--- config.mk ---
export PLATFORM = sky130hd
export DESIGN_NAME = mc_control_fsm_flat
export DESIGN_NICKNAME = d
export VERILOG_FILES = /design/src/rtl/mc_ctrl_pkg.sv /design/src/rtl/mc_control_fsm_if.sv /design/src/rtl/mc_ctrl_outputs.sv /design/src/rtl/mc_control_fsm.sv /design/src/flat_wrapper.sv
export SDC_FILE = /design/constraint.sdc
export NUM_CORES = 1
export LEC_CHECK = 0
export ABC_AREA = 1
export BUFFER_PORTS_ARGS = -buffer_cell sky130_fd_sc_hd__buf_4
export CORE_AREA = 2 2 39 41
export CTS_CLUSTER_DIAMETER = 200
export DETAILED_ROUTE_END_ITERATION = 8
export DIE_AREA = 0 0 41 43
export PLACE_DENSITY = 0.75
export SYNTH_ARGS = -nofsm -noshare
export SYNTH_HDL_FRONTEND = slang
export SYNTH_SLANG_ARGS = --single-unit
--- constraint.sdc ---
create_clock -name clk -period 4.3 [get_ports clk]
set_clock_uncertainty 0.2 [all_clocks]
set_input_delay 0.43 -clock clk [delete_from_list [all_inputs] [get_ports clk]]
set_output_delay 0.43 -clock clk [all_outputs]
set_load 0.1 [all_outputs]
--- src/rtl/mc_ctrl_pkg.sv ---
// Shared encodings for the multi-cycle RV32I control unit: states, datapath
// select codes, opcodes and the control-word payload.
package mc_ctrl_pkg;

  typedef enum logic [3:0] {
    S_IF, S_ID, S_EX_R, S_EX_I, S_EX_ADDR, S_EX_BR, S_EX_JAL, S_EX_JALR,
    S_JALR_WB, S_MEM_RD, S_MEM_WR, S_WB_ALU, S_WB_MEM, S_PC_INC, S_ECALL, S_HALT
  } state_t;

  localparam int unsigned OPCODE_W = 7;
  localparam int unsigned SEL_W    = 2;

  // alu_op codes
  localparam logic [SEL_W-1:0] ALU_ADD   = 2'd0;
  localparam logic [SEL_W-1:0] ALU_BR    = 2'd1;
  localparam logic [SEL_W-1:0] ALU_FUNCT = 2'd2;

  // alu_src_b codes
  localparam logic [SEL_W-1:0] SRCB_B    = 2'd0;
  localparam logic [SEL_W-1:0] SRCB_FOUR = 2'd1;
  localparam logic [SEL_W-1:0] SRCB_IMM  = 2'd2;

  // wb_sel codes
  localparam logic [SEL_W-1:0] WB_ALUOUT = 2'd0;
  localparam logic [SEL_W-1:0] WB_MDR    = 2'd1;
  localparam logic [SEL_W-1:0] WB_ALU    = 2'd2;

  // RV32I major opcodes
  localparam logic [OPCODE_W-1:0] OP_ARITH     = 7'b0110011;
  localparam logic [OPCODE_W-1:0] OP_ARITH_IMM = 7'b0010011;
  localparam logic [OPCODE_W-1:0] OP_LOAD      = 7'b0000011;
  localparam logic [OPCODE_W-1:0] OP_STORE     = 7'b0100011;
  localparam logic [OPCODE_W-1:0] OP_BRANCH    = 7'b1100011;
  localparam logic [OPCODE_W-1:0] OP_JAL       = 7'b1101111;
  localparam logic [OPCODE_W-1:0] OP_JALR      = 7'b1100111;
  localparam logic [OPCODE_W-1:0] OP_ECALL     = 7'b1110011;

  typedef struct packed {
    logic             pc_write;
    logic             pc_source;
    logic             i_or_d;
    logic             mem_read;
    logic             mem_write;
    logic             ir_write;
    logic             reg_write;
    logic [SEL_W-1:0] wb_sel;
    logic             alu_src_a;
    logic [SEL_W-1:0] alu_src_b;
    logic [SEL_W-1:0] alu_op;
    logic             is_ecall;
    logic             retire;
    logic             halted;
  } ctrl_t;

endpackage

--- src/rtl/mc_control_fsm_if.sv ---
// Controller <-> datapath/memory bundle: status inputs to the controller and
// the control word it drives back.
interface mc_control_fsm_if;
  import mc_ctrl_pkg::*;

  logic [OPCODE_W-1:0] opcode;
  logic                bcond;
  logic                mem_ready;
  logic                halt_req;

  logic                pc_write;
  logic                pc_source;
  logic                i_or_d;
  logic                mem_read;
  logic                mem_write;
  logic                ir_write;
  logic                reg_write;
  logic [SEL_W-1:0]    wb_sel;
  logic                alu_src_a;
  logic [SEL_W-1:0]    alu_src_b;
  logic [SEL_W-1:0]    alu_op;
  logic                is_ecall;
  logic                retire;
  logic                halted;

  modport master (
    input  opcode, bcond, mem_ready, halt_req,
    output pc_write, pc_source, i_or_d, mem_read, mem_write, ir_write,
           reg_write, wb_sel, alu_src_a, alu_src_b, alu_op, is_ecall,
           retire, halted
  );

  modport slave (
    output opcode, bcond, mem_ready, halt_req,
    input  pc_write, pc_source, i_or_d, mem_read, mem_write, ir_write,
           reg_write, wb_sel, alu_src_a, alu_src_b, alu_op, is_ecall,
           retire, halted
  );

endinterface

--- src/rtl/mc_ctrl_outputs.sv ---
// State -> control word decode. Moore except ir_write in IF (follows mem_ready)
// and pc_write/retire in EX_BR (follow bcond).
module mc_ctrl_outputs
  import mc_ctrl_pkg::*;
(
  input  state_t state,
  input  logic   mem_ready,
  input  logic   bcond,
  output ctrl_t  ctrl
);

  always_comb begin
    ctrl = '0;
    unique case (state)
      S_IF: begin
        ctrl.mem_read = 1'b1;
        ctrl.ir_write = mem_ready;
      end
      S_ID: begin
        ctrl.alu_src_b = SRCB_IMM;
        ctrl.alu_op    = ALU_ADD;
      end
      S_EX_R: begin
        ctrl.alu_src_a = 1'b1;
        ctrl.alu_src_b = SRCB_B;
        ctrl.alu_op    = ALU_FUNCT;
      end
      S_EX_I: begin
        ctrl.alu_src_a = 1'b1;
        ctrl.alu_src_b = SRCB_IMM;
        ctrl.alu_op    = ALU_FUNCT;
      end
      S_EX_ADDR, S_EX_JALR: begin
        ctrl.alu_src_a = 1'b1;
        ctrl.alu_src_b = SRCB_IMM;
        ctrl.alu_op    = ALU_ADD;
      end
      S_EX_BR: begin
        ctrl.alu_src_a = 1'b1;
        ctrl.alu_src_b = SRCB_B;
        ctrl.alu_op    = ALU_BR;
        ctrl.pc_source = 1'b1;
        ctrl.pc_write  = bcond;
        ctrl.retire    = bcond;
      end
      // Link register gets PC+4 from the live ALU; PC takes the stored target.
      S_EX_JAL, S_JALR_WB: begin
        ctrl.alu_src_b = SRCB_FOUR;
        ctrl.alu_op    = ALU_ADD;
        ctrl.reg_write = 1'b1;
        ctrl.wb_sel    = WB_ALU;
        ctrl.pc_source = 1'b1;
        ctrl.pc_write  = 1'b1;
        ctrl.retire    = 1'b1;
      end
      S_MEM_RD: begin
        ctrl.mem_read = 1'b1;
        ctrl.i_or_d   = 1'b1;
      end
      S_MEM_WR: begin
        ctrl.mem_write = 1'b1;
        ctrl.i_or_d    = 1'b1;
      end
      // Writeback overlaps the PC+4 update so both land on the same edge.
      S_WB_ALU, S_WB_MEM: begin
        ctrl.reg_write = 1'b1;
        ctrl.wb_sel    = (state == S_WB_MEM) ? WB_MDR : WB_ALUOUT;
        ctrl.alu_src_b = SRCB_FOUR;
        ctrl.alu_op    = ALU_ADD;
        ctrl.pc_write  = 1'b1;
        ctrl.retire    = 1'b1;
      end
      S_PC_INC: begin
        ctrl.alu_src_b = SRCB_FOUR;
        ctrl.alu_op    = ALU_ADD;
        ctrl.pc_write  = 1'b1;
        ctrl.retire    = 1'b1;
      end
      S_ECALL: ctrl.is_ecall = 1'b1;
      S_HALT:  ctrl.halted   = 1'b1;
      default: ctrl = '0;
    endcase
  end

endmodule

--- src/rtl/mc_control_fsm.sv ---
// Multi-cycle RV32I control unit: state register and next-state sequencing
// through fetch, decode, execute, memory and writeback.
module mc_control_fsm
  import mc_ctrl_pkg::*;
(
  input  logic              clk,
  input  logic              reset_n,
  mc_control_fsm_if.master  bus
);

  state_t state, state_next;
  ctrl_t  ctrl;

  always_ff @(posedge clk or negedge reset_n) begin
    if (!reset_n) state <= S_IF;
    else          state <= state_next;
  end

  always_comb begin
    state_next = state;
    unique case (state)
      S_IF: if (bus.mem_ready) state_next = S_ID;
      S_ID: begin
        case (bus.opcode)
          OP_ARITH:          state_next = S_EX_R;
          OP_ARITH_IMM:      state_next = S_EX_I;
          OP_LOAD, OP_STORE: state_next = S_EX_ADDR;
          OP_BRANCH:         state_next = S_EX_BR;
          OP_JAL:            state_next = S_EX_JAL;
          OP_JALR:           state_next = S_EX_JALR;
          OP_ECALL:          state_next = S_ECALL;
          default:           state_next = S_PC_INC;
        endcase
      end
      S_EX_R, S_EX_I: state_next = S_WB_ALU;
      S_EX_ADDR:      state_next = (bus.opcode == OP_LOAD) ? S_MEM_RD : S_MEM_WR;
      S_EX_BR:        state_next = bus.bcond ? S_IF : S_PC_INC;
      S_EX_JAL:       state_next = S_IF;
      S_EX_JALR:      state_next = S_JALR_WB;
      S_JALR_WB:      state_next = S_IF;
      S_MEM_RD:       if (bus.mem_ready) state_next = S_WB_MEM;
      S_MEM_WR:       if (bus.mem_ready) state_next = S_PC_INC;
      S_WB_ALU, S_WB_MEM, S_PC_INC: state_next = S_IF;
      S_ECALL:        state_next = bus.halt_req ? S_HALT : S_PC_INC;
      S_HALT:         state_next = S_HALT;
      default:        state_next = S_IF;
    endcase
  end

  mc_ctrl_outputs u_outputs (
    .state     (state),
    .mem_ready (bus.mem_ready),
    .bcond     (bus.bcond),
    .ctrl      (ctrl)
  );

  assign bus.pc_write  = ctrl.pc_write;
  assign bus.pc_source = ctrl.pc_source;
  assign bus.i_or_d    = ctrl.i_or_d;
  assign bus.mem_read  = ctrl.mem_read;
  assign bus.mem_write = ctrl.mem_write;
  assign bus.ir_write  = ctrl.ir_write;
  assign bus.reg_write = ctrl.reg_write;
  assign bus.wb_sel    = ctrl.wb_sel;
  assign bus.alu_src_a = ctrl.alu_src_a;
  assign bus.alu_src_b = ctrl.alu_src_b;
  assign bus.alu_op    = ctrl.alu_op;
  assign bus.is_ecall  = ctrl.is_ecall;
  assign bus.retire    = ctrl.retire;
  assign bus.halted    = ctrl.halted;

endmodule

--- src/flat_wrapper.sv ---
// flat-port wrapper written by rule: the top's interface ports become plain ports
module mc_control_fsm_flat import mc_ctrl_pkg::*;
  (clk, reset_n, bus_opcode, bus_bcond, bus_mem_ready, bus_halt_req, bus_pc_write, bus_pc_source, bus_i_or_d, bus_mem_read, bus_mem_write, bus_ir_write, bus_reg_write, bus_wb_sel, bus_alu_src_a, bus_alu_src_b, bus_alu_op, bus_is_ecall, bus_retire, bus_halted);
  mc_control_fsm_if bus_i ();
  input  logic clk;
  input  logic reset_n;
  input wire logic [$bits(bus_i.opcode)-1:0] bus_opcode;
  input wire logic [$bits(bus_i.bcond)-1:0] bus_bcond;
  input wire logic [$bits(bus_i.mem_ready)-1:0] bus_mem_ready;
  input wire logic [$bits(bus_i.halt_req)-1:0] bus_halt_req;
  output wire logic [$bits(bus_i.pc_write)-1:0] bus_pc_write;
  output wire logic [$bits(bus_i.pc_source)-1:0] bus_pc_source;
  output wire logic [$bits(bus_i.i_or_d)-1:0] bus_i_or_d;
  output wire logic [$bits(bus_i.mem_read)-1:0] bus_mem_read;
  output wire logic [$bits(bus_i.mem_write)-1:0] bus_mem_write;
  output wire logic [$bits(bus_i.ir_write)-1:0] bus_ir_write;
  output wire logic [$bits(bus_i.reg_write)-1:0] bus_reg_write;
  output wire logic [$bits(bus_i.wb_sel)-1:0] bus_wb_sel;
  output wire logic [$bits(bus_i.alu_src_a)-1:0] bus_alu_src_a;
  output wire logic [$bits(bus_i.alu_src_b)-1:0] bus_alu_src_b;
  output wire logic [$bits(bus_i.alu_op)-1:0] bus_alu_op;
  output wire logic [$bits(bus_i.is_ecall)-1:0] bus_is_ecall;
  output wire logic [$bits(bus_i.retire)-1:0] bus_retire;
  output wire logic [$bits(bus_i.halted)-1:0] bus_halted;
  assign bus_i.opcode = bus_opcode;
  assign bus_i.bcond = bus_bcond;
  assign bus_i.mem_ready = bus_mem_ready;
  assign bus_i.halt_req = bus_halt_req;
  assign bus_pc_write = bus_i.pc_write;
  assign bus_pc_source = bus_i.pc_source;
  assign bus_i_or_d = bus_i.i_or_d;
  assign bus_mem_read = bus_i.mem_read;
  assign bus_mem_write = bus_i.mem_write;
  assign bus_ir_write = bus_i.ir_write;
  assign bus_reg_write = bus_i.reg_write;
  assign bus_wb_sel = bus_i.wb_sel;
  assign bus_alu_src_a = bus_i.alu_src_a;
  assign bus_alu_src_b = bus_i.alu_src_b;
  assign bus_alu_op = bus_i.alu_op;
  assign bus_is_ecall = bus_i.is_ecall;
  assign bus_retire = bus_i.retire;
  assign bus_halted = bus_i.halted;
  mc_control_fsm u_core (.clk(clk), .reset_n(reset_n), .bus(bus_i));
endmodule
==> impl_metrics.json, run 1 <==
{
  "routed_wl_um": 1530,
  "cts_num_sinks": 4,
  "hpwlAfterDp_um": 1340,
  "die_y_um": 43,
  "syn_nets": 121,
  "rr_startpoint": "u_core.state[3]",
  "num_vias": 743,
  "viasPerCell": 4.76,
  "ctsHtreeMaxLevel": 1,
  "wl_per_cell_um": 9.83,
  "fin_crit_sh": 0.544,
  "grt_start_max_net_pins": 7,
  "crit_top_cell": "nor2_1",
  "wl_met2_um": 856,
  "multi_input_area_sq_um": 362,
  "grt_pass1_vias": 693,
  "top_layer": "met4",
  "setup-tns-final_ns": 0,
  "antenna_cells": 0,
  "seq_area_frac_synth": 0.178,
  "crit_arrival_ns": 1.71,
  "seq_area_sq_um": 100,
  "core_region_area_sq_mm": 0.00138,
  "finalSetupViolations": 0,
  "fin_crit_ns": 2.34,
  "fin_nets": 154,
  "final_area_sq_um": 822,
  "netlist_instances": 109,
  "io_pins": 29,
  "postSynthAreaPerCell_sq_um": 5.17,
  "critPathCapture": "bus_pc_write",
  "crit_path_top_delay_cell": "dfrtp_1",
  "drv_cap": 0,
  "die_area_sq_mm": 0.00176,
  "yosys.area.top_type": "nand2_1",
  "numCtsBuffers": 3,
  "synth.area.mux_share": 0,
  "synthAdderAreaFrac": 0,
  "ys_top_cells_by_area": "nand2_1 19%, dfrtp_1 18%, inv_1 15%",
  "worstPathMaxFanout": 5,
  "worstHoldStart": "bus_halt_req",
  "grt_usage": 0.202,
  "grt_pass1_wl_um": 2460,
  "synthXorXnorAreaFrac": 0,
  "drt_iter0_drc": 14,
  "final_cells": 156,
  "synth-seq-cells": 4,
  "setup.worst_path.start": "u_core.state[0]",
  "wl_met3_um": 70,
  "ys_warn_count": 0,
  "num_rows": 14,
  "synth.top_cell.area_share": 0.187,
  "synth_top_family_by_area": "simple AND/OR/NAND/NOR gates",
  "r2r_slack_ns": 2.69,
  "path_class": "reg -> out",
  "status": "finished clean",
  "ant_nets": 0,
  "yosys.cell_types.count": 20,
  "clk_path_buf_depth": 2,
  "final_hold_viol_count": 0,
  "synth-simple-area-share": 0.513,
  "max_stage_delay_ns": 0.42,
  "die_width_um": 41,
  "rr_endpoint": "u_core.state[3]",
  "syn-cell-area_sq_um": 563,
  "regMostFlops": "u_core.state",
  "post-cts-setup-buffer-count": 0,
  "clock_latency_ns": 0.24,
  "cts-root-buf": "clkbuf_4",
  "synth_compound_area_frac": 0.122,
  "tritoncts": "done",
  "place_area_sq_um": 790,
  "gp_congestion": 0.784,
  "tightest_slew_ns": 0.298,
  "wl_met1_um": 579,
  "area_growth_pct": 46.0,
  "drive_above_1_share": 0.314,
  "drc_errors": 0,
  "fmax_ghz": 0.427,
  "crit_chain": "nor2_1 -> inv_1 -> nor2_1 -> nor2_2 -> o21ai_1 -> a21oi_1 -> o21ai_2 -> buf_4",
  "utilization": 0.594,
  "start_util": 0.407,
  "path_clk_slew_ns": 0.04,
  "slew_headroom": 0.801,
  "first_pass_iters": 3,
  "place_inst": 152,
  "reg2regPathDepth": 7,
  "grt_antenna_before_repair": 0,
  "portBuffers": 28,
  "gr-total-overflow": 0,
  "cp-end-kind": "primary output",
  "largest_reg_flops": 4,
  "maxSlewViolCount": 0,
  "fillCellCount": 154,
  "largest_registers": "u_core.state: 4 flops",
  "required_ns": 3.67,
  "grt_setup_unrepaired": "no",
  "worstSetupStartpointType": "register",
  "holdCritPathClass": "in -> reg"
}
[timing repair]
action / CTS / global route
gates resized for setup: 0 / 0
endpoints found under the hold margin: 4 / 0
hold buffers: 1 / 0
[area by class of cell]
type | count | area share
Timing Repair Buffer | 29 | 0.268
Clock buffer | 3 | 0.0274
Multi-Input combinational cell | 78 | 0.440
Sequential cell | 4 | 0.122
Tap cell | 16 | 0.0244
Inverter | 26 | 0.119
[metrics by stage]
| stage | hold WS (ns) | setup slack (ns) |
|---|---|---|
| floorplan | -0.0656 | 0.162 |
| global placement | 0.0269 | 2.28 |
| detailed placement | 0.0285 | 2.20 |
| CTS | 0.217 | 1.95 |
| global route | 0.227 | 1.82 |
| finish | 0.216 | 1.96 |
[layout by cell type (no fill, tap or decap), drive strengths merged]
master        n
nor2         23
o21a          1
a21oi         3
nand2        31
o22ai         1
dlygate4sd3   1
inv          26
buf          28
nand3         8
nand3b        1
nor3          2
o21ai         5
a211oi        1
or2           1
o211ai        1
clkbuf        3
dfrtp         4
[cell families (layout without fill, tap and decap cells)]
| group | count (synthesis) | count (layout) |
|---|---|---|
| compound gates | 12 | 12 |
| buf+inv | 27 | 58 |
| simple gates | 66 | 66 |
| flops | 4 | 4 |
[worst min path at each step]
stage               slack [ns]  depth (start not counted)               to
floorplan                -0.07                          0  u_core.state[0]
global placement          0.03                          1  u_core.state[3]
detailed placement        0.03                          1  u_core.state[2]
CTS                       0.22                          3  u_core.state[1]
global route              0.23                          3  u_core.state[1]
finish                    0.22                          3  u_core.state[1]
[metal layers]
layer	GRT usage	vias up
li1	-	392
met1	0.180	324
met2	0.384	23
met3	0.0366	4
met4	0.100	0
met5	0	-
[cells in the mapped netlist (all sizes together)]
master	n
nor3	2
nor2	23
a21oi	3
nand2	31
or2	1
dfrtp	4
inv	26
o22ai	1
o21a	1
a211oi	1
o21ai	5
nand3	8
nand3b	1
buf	1
o211ai	1
[worst max-delay path: cells and delay by family (launching register included)]
kind            cells  cell delay (ns)
flops               1             0.42
simple gates        3             0.40
compound gates      3             0.26
buf+inv             2             0.39
Power of run 1 is not shown: default switching activity piles up to over one toggle a cycle in this logic, so the estimate is an artifact.
==> inputs of run 2 (changes only) <==
--- a/config.mk
+++ b/config.mk
@@ -7,11 +7,11 @@
 export LEC_CHECK = 0
 export ABC_AREA = 1
 export BUFFER_PORTS_ARGS = -buffer_cell sky130_fd_sc_hd__buf_4
-export CORE_AREA = 2 2 39 41
+export CORE_MARGIN = 2
+export CORE_UTILIZATION = 39
 export CTS_CLUSTER_DIAMETER = 200
 export DETAILED_ROUTE_END_ITERATION = 8
-export DIE_AREA = 0 0 41 43
-export PLACE_DENSITY = 0.75
+export PLACE_DENSITY = 0.73
 export SYNTH_ARGS = -nofsm -noshare
 export SYNTH_HDL_FRONTEND = slang
 export SYNTH_SLANG_ARGS = --single-unit
==> constraint.sdc (replaced) <==
create_clock -name clk -period 2.1 [get_ports clk]
set_clock_uncertainty 0.2 [all_clocks]
set_input_delay 0.21 -clock clk [delete_from_list [all_inputs] [get_ports clk]]
set_output_delay 0.21 -clock clk [all_outputs]
set_load 0.1 [all_outputs]
==> impl_metrics.json, run 2 (same netlist as run 1, synthesis figures left out) <==
{
  "status": "finished clean",
  "antenna_cells": 0,
  "grt_start_max_net_pins": 7,
  "drc_errors": 0,
  "drt_iter0_drc": 16,
  "drv_cap": 0,
  "use_met3": 0,
  "routed_wl_um": 1550,
  "hpwlAfterDp_um": 1360,
  "numCtsBuffers": 3,
  "cp-end-kind": "primary output",
  "regMostFlops": "u_core.state",
  "fin_crit_ns": 2.02,
  "grt_pass1_wl_um": 2730,
  "use_met2": 0.391,
  "top_usage_layer": "met2",
  "reg2regPathDepth": 7,
  "clock_latency_ns": 0.22,
  "gp_congestion": 0.810,
  "die_y_um": 42.0,
  "slew_headroom": 0.811,
  "wl_per_cell_um": 9.98,
  "area_growth_pct": 63.1,
  "worstPathMaxFanout": 4,
  "worstHoldStart": "bus_halt_req",
  "num_rows": 13,
  "portBuffers": 28,
  "worstSetupStartpointType": "register",
  "finalSetupViolations": 0,
  "num_vias": 740,
  "cts_num_sinks": 4,
  "tritoncts": "done",
  "holdCritPathClass": "in -> reg",
  "grt_antenna_before_repair": 0,
  "core_region_area_sq_mm": 0.00132,
  "final_common_cell": "nand2_1",
  "rr_startpoint": "u_core.state[2]",
  "drive_above_1_share": 0.421,
  "ctsHtreeMaxLevel": 1,
  "r2r_slack_ns": 0.40,
  "first_pass_iters": 4,
  "die_area_sq_mm": 0.00176,
  "viasPerCell": 4.77,
  "grtUsageMet1": 0.215,
  "ant_nets": 0,
  "whs_ns": 0.0217,
  "fin_crit_sh": 0.962,
  "cts-root-buf": "clkbuf_4",
  "start_util": 0.427,
  "path_class": "reg -> out",
  "grt_usage": 0.188,
  "fmax_ghz": 0.495,
  "rr_endpoint": "u_core.state[3]",
  "tightest_slew_ns": 0.283,
  "grt_pass1_vias": 714,
  "gr-total-overflow": 0,
  "fin_nets": 154,
  "die_width_um": 42.0,
  "io_pins": 29,
  "largest_registers": "u_core.state: 4 flops",
  "path_clk_slew_ns": 0.04,
  "min_to": "u_core.state[1]",
  "hold_depth": 3,
  "maxSlewViolCount": 0,
  "required_ns": 1.69,
  "final_hold_viol_count": 0,
  "crit_arrival_ns": 1.61,
  "clk_path_buf_depth": 2,
  "largest_reg_flops": 4,
  "final_cell_mix": "27 x nand2_1, 24 x buf_4, 19 x inv_1"
}
## run 2: area by class of cell
cell class                 count  area [sq um]
tap                           15          18.8
sequential                     4           104
timing repair buffer          29           256
multi-input combinational     78           419
inverter                      26          97.6
fill                         128           399
clock buffer                   3          22.5
## run 2: through the flow
stage / instances / TNS [ns] / worst slack, ns / util / cell area [sq um]
3_3_place_gp: 151 / 0 / 0.187 / 0.625 / 823
5_1_grt: 155 / -0.0412 / -0.0170 / 0.697 / 918
3_5_place_dp: 151 / 0 / 0.124 / 0.625 / 823
2_1_floorplan: 109 / -1.49 / -0.493 / - / 614
4_1_cts: 155 / 0 / 0.00983 / 0.671 / 885
6_report: 155 / 0 / 0.0804 / 0.697 / 918
## run 2: critical path, stage by stage (launching register included)
cell	delay, ns
dfrtp_1	0.42
inv_2	0.09
nor2_4	0.04
inv_2	0.08
nor2_1	0.05
nor2_2	0.15
o21ai_2	0.09
a21oi_2	0.17
o21ai_4	0.11
buf_12	0.18
## run 2: per-layer routing
metal  wire length [um]  vias up
li1                   -      392
met1                599      331
met2                896       17
met3                 51        0
met4                  0        0
met5                  0        -
## run 2: worst max path at each step
stage | cells after the start | slack [ns] | from | end
3_3_place_gp | 9 | 0.19 | u_core.state[2] | bus_retire
3_5_place_dp | 8 | 0.12 | u_core.state[1] | bus_retire
6_report | 9 | 0.08 | u_core.state[2] | bus_pc_write
2_1_floorplan | 6 | -0.49 | u_core.state[1] | bus_retire
5_1_grt | 9 | -0.02 | u_core.state[2] | bus_pc_write
4_1_cts | 8 | 0.01 | u_core.state[0] | bus_retire
## run 2: timing repair
item / CTS / global route
endpoints found under the hold margin: 4 / 0
buffers inserted: 0 / 0
setup endpoints to repair: 4 / 4
resized for setup: 8 / 12
hold buffers: 1 / 0
Power of run 2 is left out for the same reason.
